===== src/rtl/pipe_hazard_ctrl_pkg.sv =====
// Shared types for the pipeline sequencer: FSM state encoding and the freeze/flush bundle.
package pipe_hazard_ctrl_pkg;

    typedef enum logic [1:0] {
        BOOT     = 2'd0,
        RUN      = 2'd1,
        MEM_WAIT = 2'd2
    } ctrl_state_t;

    typedef struct packed {
        logic pc_freeze;
        logic if_freeze;
        logic if_flush;
        logic id_freeze;
        logic id_flush;
        logic exe_freeze;
        logic mem_freeze;
    } freeze_bus_t;

    localparam freeze_bus_t FB_NONE = '0;
    localparam freeze_bus_t FB_ALL  = '{pc_freeze: 1'b1, if_freeze: 1'b1, if_flush: 1'b0,
                                        id_freeze: 1'b1, id_flush: 1'b0,
                                        exe_freeze: 1'b1, mem_freeze: 1'b1};

    // Branch beats hazard; flush and freeze never overlap on one register.
    function automatic freeze_bus_t resolve_hazards(input logic branch_taken, input logic hazard);
        freeze_bus_t fb;
        fb = FB_NONE;
        if (branch_taken) begin
            fb.if_flush = 1'b1;
            fb.id_flush = 1'b1;
        end else if (hazard) begin
            fb.pc_freeze = 1'b1;
            fb.if_freeze = 1'b1;
            fb.id_flush  = 1'b1;
        end
        return fb;
    endfunction

endpackage


===== src/rtl/pipe_hazard_ctrl_if.sv =====
// Stall/flush request and strobe signals between the pipeline stages and the sequencer.
interface pipe_hazard_ctrl_if;
    logic hazard;
    logic branch_taken;
    logic mem_req;
    logic mem_ready;
    logic pc_freeze;
    logic if_freeze;
    logic if_flush;
    logic id_freeze;
    logic id_flush;
    logic exe_freeze;
    logic mem_freeze;

    modport master (
        output hazard, branch_taken, mem_req, mem_ready,
        input  pc_freeze, if_freeze, if_flush, id_freeze, id_flush, exe_freeze, mem_freeze
    );

    modport slave (
        input  hazard, branch_taken, mem_req, mem_ready,
        output pc_freeze, if_freeze, if_flush, id_freeze, id_flush, exe_freeze, mem_freeze
    );
endinterface


===== src/rtl/pipe_hazard_ctrl_sat_counter.sv =====
// Saturating up-counter with synchronous clear (clear wins over increment).
module sat_counter #(
    parameter int unsigned W = 8
) (
    input  logic         clk,
    input  logic         rst,
    input  logic         clr_i,
    input  logic         inc_i,
    output logic [W-1:0] q_o
);
    logic [W-1:0] q_q, q_d;

    always_comb begin
        q_d = q_q;
        if (clr_i)
            q_d = '0;
        else if (inc_i && (q_q != '1))
            q_d = q_q + 1'b1;
    end

    always_ff @(posedge clk or posedge rst) begin
        if (rst) q_q <= '0;
        else     q_q <= q_d;
    end

    assign q_o = q_q;
endmodule


===== src/rtl/pipe_hazard_ctrl.sv =====
// Five-stage pipeline sequencer: boot hold, SRAM wait, branch flush and hazard stall arbitration.
module pipe_hazard_ctrl
    import pipe_hazard_ctrl_pkg::*;
#(
    parameter int unsigned BOOT_CYCLES = 2,
    parameter int unsigned MEM_TIMEOUT = 64,
    parameter int unsigned CNT_W       = 16
) (
    input  logic              clk,
    input  logic              rst,
    pipe_hazard_ctrl_if.slave bus,
    output logic [CNT_W-1:0]  stall_count,
    output logic              mem_timeout
);
    localparam int unsigned BOOT_W = $clog2(BOOT_CYCLES + 1);
    localparam int unsigned WAIT_W = $clog2(MEM_TIMEOUT + 1);

    ctrl_state_t  state_q, state_d;
    freeze_bus_t  fb;
    logic         wait_clr;
    logic [BOOT_W-1:0] boot_cnt;
    logic [WAIT_W-1:0] wait_cnt;
    logic         timeout_q, timeout_d;

    always_ff @(posedge clk or posedge rst) begin
        if (rst) state_q <= BOOT;
        else     state_q <= state_d;
    end

    always_comb begin
        state_d  = state_q;
        fb       = FB_ALL;
        wait_clr = 1'b0;
        case (state_q)
            BOOT: begin
                if (boot_cnt == BOOT_W'(BOOT_CYCLES - 1))
                    state_d = RUN;
            end
            RUN: begin
                if (bus.mem_req && !bus.mem_ready) begin
                    state_d  = MEM_WAIT;
                    wait_clr = 1'b1;
                end else begin
                    fb = resolve_hazards(bus.branch_taken, bus.hazard);
                end
            end
            MEM_WAIT: begin
                // Held branch/hazard resolves in the release cycle itself.
                if (bus.mem_ready) begin
                    fb      = resolve_hazards(bus.branch_taken, bus.hazard);
                    state_d = RUN;
                end
            end
            default: state_d = BOOT;
        endcase
    end

    sat_counter #(.W(BOOT_W)) u_boot_cnt (
        .clk   (clk),
        .rst   (rst),
        .clr_i (1'b0),
        .inc_i (state_q == BOOT),
        .q_o   (boot_cnt)
    );

    sat_counter #(.W(WAIT_W)) u_wait_cnt (
        .clk   (clk),
        .rst   (rst),
        .clr_i (wait_clr),
        .inc_i (state_q == MEM_WAIT),
        .q_o   (wait_cnt)
    );

    sat_counter #(.W(CNT_W)) u_stall_cnt (
        .clk   (clk),
        .rst   (rst),
        .clr_i (1'b0),
        .inc_i ((state_q != BOOT) && fb.pc_freeze),
        .q_o   (stall_count)
    );

    assign timeout_d = timeout_q |
                       ((state_q == MEM_WAIT) && (wait_cnt == WAIT_W'(MEM_TIMEOUT - 1)));

    always_ff @(posedge clk or posedge rst) begin
        if (rst) timeout_q <= 1'b0;
        else     timeout_q <= timeout_d;
    end

    assign mem_timeout    = timeout_q;
    assign bus.pc_freeze  = fb.pc_freeze;
    assign bus.if_freeze  = fb.if_freeze;
    assign bus.if_flush   = fb.if_flush;
    assign bus.id_freeze  = fb.id_freeze;
    assign bus.id_flush   = fb.id_flush;
    assign bus.exe_freeze = fb.exe_freeze;
    assign bus.mem_freeze = fb.mem_freeze;
endmodule


===== src/flat_wrapper.sv =====
// flat-port wrapper written by rule: the top's interface ports become plain ports
module pipe_hazard_ctrl_flat import pipe_hazard_ctrl_pkg::*;
#(
    parameter int unsigned BOOT_CYCLES = 2,
    parameter int unsigned MEM_TIMEOUT = 64,
    parameter int unsigned CNT_W       = 16
)
  (clk, rst, stall_count, mem_timeout, bus_hazard, bus_branch_taken, bus_mem_req, bus_mem_ready, bus_pc_freeze, bus_if_freeze, bus_if_flush, bus_id_freeze, bus_id_flush, bus_exe_freeze, bus_mem_freeze);
  pipe_hazard_ctrl_if bus_i ();
  input  logic clk;
  input  logic rst;
  output logic [CNT_W-1:0] stall_count;
  output logic mem_timeout;
  input wire logic [$bits(bus_i.hazard)-1:0] bus_hazard;
  input wire logic [$bits(bus_i.branch_taken)-1:0] bus_branch_taken;
  input wire logic [$bits(bus_i.mem_req)-1:0] bus_mem_req;
  input wire logic [$bits(bus_i.mem_ready)-1:0] bus_mem_ready;
  output wire logic [$bits(bus_i.pc_freeze)-1:0] bus_pc_freeze;
  output wire logic [$bits(bus_i.if_freeze)-1:0] bus_if_freeze;
  output wire logic [$bits(bus_i.if_flush)-1:0] bus_if_flush;
  output wire logic [$bits(bus_i.id_freeze)-1:0] bus_id_freeze;
  output wire logic [$bits(bus_i.id_flush)-1:0] bus_id_flush;
  output wire logic [$bits(bus_i.exe_freeze)-1:0] bus_exe_freeze;
  output wire logic [$bits(bus_i.mem_freeze)-1:0] bus_mem_freeze;
  assign bus_i.hazard = bus_hazard;
  assign bus_i.branch_taken = bus_branch_taken;
  assign bus_i.mem_req = bus_mem_req;
  assign bus_i.mem_ready = bus_mem_ready;
  assign bus_pc_freeze = bus_i.pc_freeze;
  assign bus_if_freeze = bus_i.if_freeze;
  assign bus_if_flush = bus_i.if_flush;
  assign bus_id_freeze = bus_i.id_freeze;
  assign bus_id_flush = bus_i.id_flush;
  assign bus_exe_freeze = bus_i.exe_freeze;
  assign bus_mem_freeze = bus_i.mem_freeze;
  pipe_hazard_ctrl #(.BOOT_CYCLES(BOOT_CYCLES), .MEM_TIMEOUT(MEM_TIMEOUT), .CNT_W(CNT_W)) u_core (.clk(clk), .rst(rst), .bus(bus_i), .stall_count(stall_count), .mem_timeout(mem_timeout));
endmodule

===== config.mk =====
export PLATFORM = sky130hd
export DESIGN_NAME = pipe_hazard_ctrl_flat
export DESIGN_NICKNAME = d
export VERILOG_FILES = /design/src/rtl/pipe_hazard_ctrl_pkg.sv /design/src/rtl/pipe_hazard_ctrl_if.sv /design/src/rtl/pipe_hazard_ctrl_sat_counter.sv /design/src/rtl/pipe_hazard_ctrl.sv /design/src/flat_wrapper.sv
export SDC_FILE = /design/constraint.sdc
export NUM_CORES = 1
export LEC_CHECK = 0
export ABC_AREA = 1
export CAP_MARGIN = 15
export CORE_UTILIZATION = 49
export DETAILED_ROUTE_END_ITERATION = 6
export HOLD_SLACK_MARGIN = 0.02
export PLACE_DENSITY = 0.78
export SLEW_MARGIN = 10
export SYNTH_ARGS = -nofsm -noshare
export SYNTH_HDL_FRONTEND = slang
export SYNTH_HIERARCHICAL = 1
export SYNTH_SLANG_ARGS = --single-unit

===== constraint.sdc =====
create_clock -name clk -period 1.65 [get_ports clk]
set_input_delay 0.495 -clock clk [delete_from_list [all_inputs] [get_ports clk]]
set_output_delay 0.495 -clock clk [all_outputs]
set_load 0.01 [all_outputs]

==> impl_metrics.toml <==
[run_status]
outcome = "finished, violations left"
violations = "setup timing"

[detailed_routing]
totalWireLength_um = 5500
first_pass_iters = 4
vias_per_cell = 5.27
route.detailed.wl_per_inst_um = 13.5
highest_layer = "met4"
wl_met2_um = 2700
drc = 0
ant_nets = 0
vias = 2145
first_iter_violations = 153
met3WireLength_um = 248
met1_length_um = 2400

[die]
fp.dieH_um = 65.5
core_area_um2 = 3770
fp-row-count = 22
die_area_um2 = 4290
start_util_pct = 52.4
die_w_um = 65.5
io_pins = 30

[logic_synthesis]
syn-cell-area_um2 = 1980
synth_compound_area_share_pct = 3.99
yosysWarnings = 6
async_flop_share_pct = 100
synth_cell_types = 32
synth_top_family_by_area = "simple AND/OR/NAND/NOR gates"
synth_fa_ha_area_share_pct = 4.43
ys_seq_elements = 28
synth_edf_count = 0
synth-simple-area-share_pct = 43.4
synth_mux_area_share_pct = 0
synth-xor-area-share_pct = 1.77
synthCells = 287
postSynthAreaPerCell_um2 = 6.88
ys.flop_type = "dfrtp_1"
seq_area_frac_synth_pct = 35.5

[worst_setup_path]
start_kind = "flop"
cp-startpoint = "u_core/state_q[0]"
arrival_ns = 2.19
cp_max_fo = 3
critical_path_class = "reg2reg"
r2r-start = "u_core/state_q[0]"
end_kind = "flop"
worstPathRequired_ns = 1.82

[sta]
period_minus_slack_ns = 2.02
tns_ns = -6.22
rsz0062_at_grt = "true"
fin_ws_ns = -0.370
finClkSkew_ns = 0.00144
whs_ns = 0.468
drv_slew = 0
timing.final.hold_violations = 0
finalSetupViolations = 23
timing.final.crit_share_pct = 122
fmax_mhz = 495

[global_routing]
grt.overflow.total = 0
grt_pass1_vias = 1998
grt_max_degree = 17
grt_antenna_before_repair = 0
grt_usage_pct = 27.7
grt_pass1_wl_um = 9080

[cells_and_area]
fillCellCount = 288
regArea_um2 = 707
multiInputGateArea_um2 = 1270
fin_nets = 374
diodes = 0
syn2layout_area_growth_pct = 45.2
final_layout_size_suffix_gt1_share_pct = 34.0

[place]
place.gp.congestion = 0.837
post-dp-hpwl_um = 3340
io_buffers = 29

[cts]
clk_latency_ns = 0.27
path_clk_slew_ns = 0.09
cts_buffers = 3
cts_tree = "done"
cts_hold_buf = 0
root_buffer = "clkbuf_8"
clock_path_buffers = 2
cts_sinks = 28
cts_max_level = 1

[pwr]
leakage_nw = 1.57
totalPowerFinal_w = 0.00372
p_per_area_nw_per_um2 = 1300
irDropWorstVdd_uv = 785

[run]
cap_violations = 0

[hold_path]
min_path_type = "in2async"
==> layout make-up <==
cell class	count	share of cell area [%]
repair inverters	1	0.262
multi-input cells	212	44.2
well taps	48	2.09
repair buffers	71	21.1
clock buffers	3	1.44
inverters	44	6.28
flip-flops and latches	28	24.6
==> stage by stage <==
stage               cells  instance area [um2]  utilization (%)  worst slack, ns
floorplan             291                 2010                -          -0.0758
global placement      381                 2470             65.6           -0.769
detailed placement    381                 2470             65.6           -0.797
CTS                   407                 2760             73.2           -0.303
global route          407                 2870             76.1           -0.445
finish                407                 2870             76.1           -0.370
==> where the power goes <==
part	switching [W]	leakage (nW)	total, W	internal (W)
logic	0.00128	1.18	0.00250	0.00122
registers	0.0000860	0.376	0.000860	0.000774
clock network	0.000200	0.0216	0.000364	0.000164
total	0.00156	1.57	0.00372	0.00216
==> cells in the final DEF (no fill, tap or decap), types with 2 or more instances in the layout <==
cell type	instances
nand2_1	68
nand3_1	28
nand3b_1	2
inv_1	33
clkdlybuf4s50_1	2
dlygate4sd2_1	20
o21bai_1	2
nand2_4	6
inv_2	6
clkbuf_8	3
buf_6	7
nand2_2	23
xor2_1	2
dfrtp_1	23
clkinvlp_4	3
ha_4	3
nand3_2	3
nor3_1	2
conb_1	5
nand4_1	17
dfrtp_2	5
buf_4	36
ha_1	4
buf_12	2
nor2_2	7
buf_2	4
xnor2_1	2
nor2_1	22
nor2_4	6
==> repair_timing <==
action	4_1_cts	5_1_grt
gates cloned	1	1
pin swaps	13	22
buffers inserted	22	2
gates resized for setup	77	43
setup endpoints to repair	43	29
==> Yosys cell counts, types with 2 or more instances <==
cell / n / area, um2
nand2_1: 95 / 357
inv_1: 39 / 146
nand3_1: 30 / 150
nor2_1: 29 / 109
dfrtp_1: 28 / 701
nand4_1: 17 / 106
ha_1: 7 / 87.6
inv_2: 4 / 15.0
buf_4: 3 / 22.5
nor2_2: 3 / 18.8
nor2_4: 3 / 33.8
a21oi_1: 2 / 10.0
buf_2: 2 / 10.0
nand3_2: 2 / 20.0
nand3b_1: 2 / 15.0
nor3_1: 2 / 10.0
o21bai_1: 2 / 15.0
xnor2_1: 2 / 17.5
xor2_1: 2 / 17.5
==> flip-flops by register name, summed over array words and instances, names as in the netlist <==
signal / cells
u_core/mem_timeout: 1
u_core/u_boot_cnt/q_o: 2
u_core/u_wait_cnt/q_o: 7
u_core/u_stall_cnt/q_o: 16
u_core/state_q: 2
==> routing by layer <==
metal	up-vias	global-route usage [%]
li1	1043	-
met1	1012	35.6
met2	75	47.2
met3	15	3.13
met4	0	11.1
met5	-	0
==> kinds of logic after synthesis <==
| logic type | count (synthesis) |
|---|---|
| other | 1 |
| flip-flops | 28 |
| AND/OR/NAND/NOR | 186 |
| AO/OA/AOI/OAI | 10 |
| adder cells (fa/ha/maj) | 7 |
| buffers and inverters | 51 |
| XOR/XNOR | 4 |
==> worst max-delay path: stages (launching register included) <==
cell and delay [ns]:
dfrtp_1 0.41, inv_2 0.11, ha_4 0.22, a21boi_4 0.15, nand3_4 0.11, buf_6 0.11
nand2_4 0.04, inv_4 0.06, clkinv_4 0.05, buf_4 0.14, nor2_4 0.07, nand3_2 0.10
nor2_4 0.13, nand3_2 0.09, nand2_2 0.08, nor2_1 0.04
==> worst paths after layout <==
path | depth (start not counted) | slack, ns | endpoint
worst max-delay path | 15 | -0.37 | u_core/u_stall_cnt/q_o[14]
worst min-delay path | 2 | 0.47 | u_core/u_boot_cnt/q_o[1]
worst max register to register | 15 | -0.37 | u_core/u_stall_cnt/q_o[14]
worst min register to register | 1 | 0.51 | u_core/mem_timeout
max in group asynchronous | 3 | 0.82 | u_core/u_stall_cnt/q_o[10]
min in group clk | 1 | 0.51 | u_core/mem_timeout
Power figures use the tool's default switching activity.
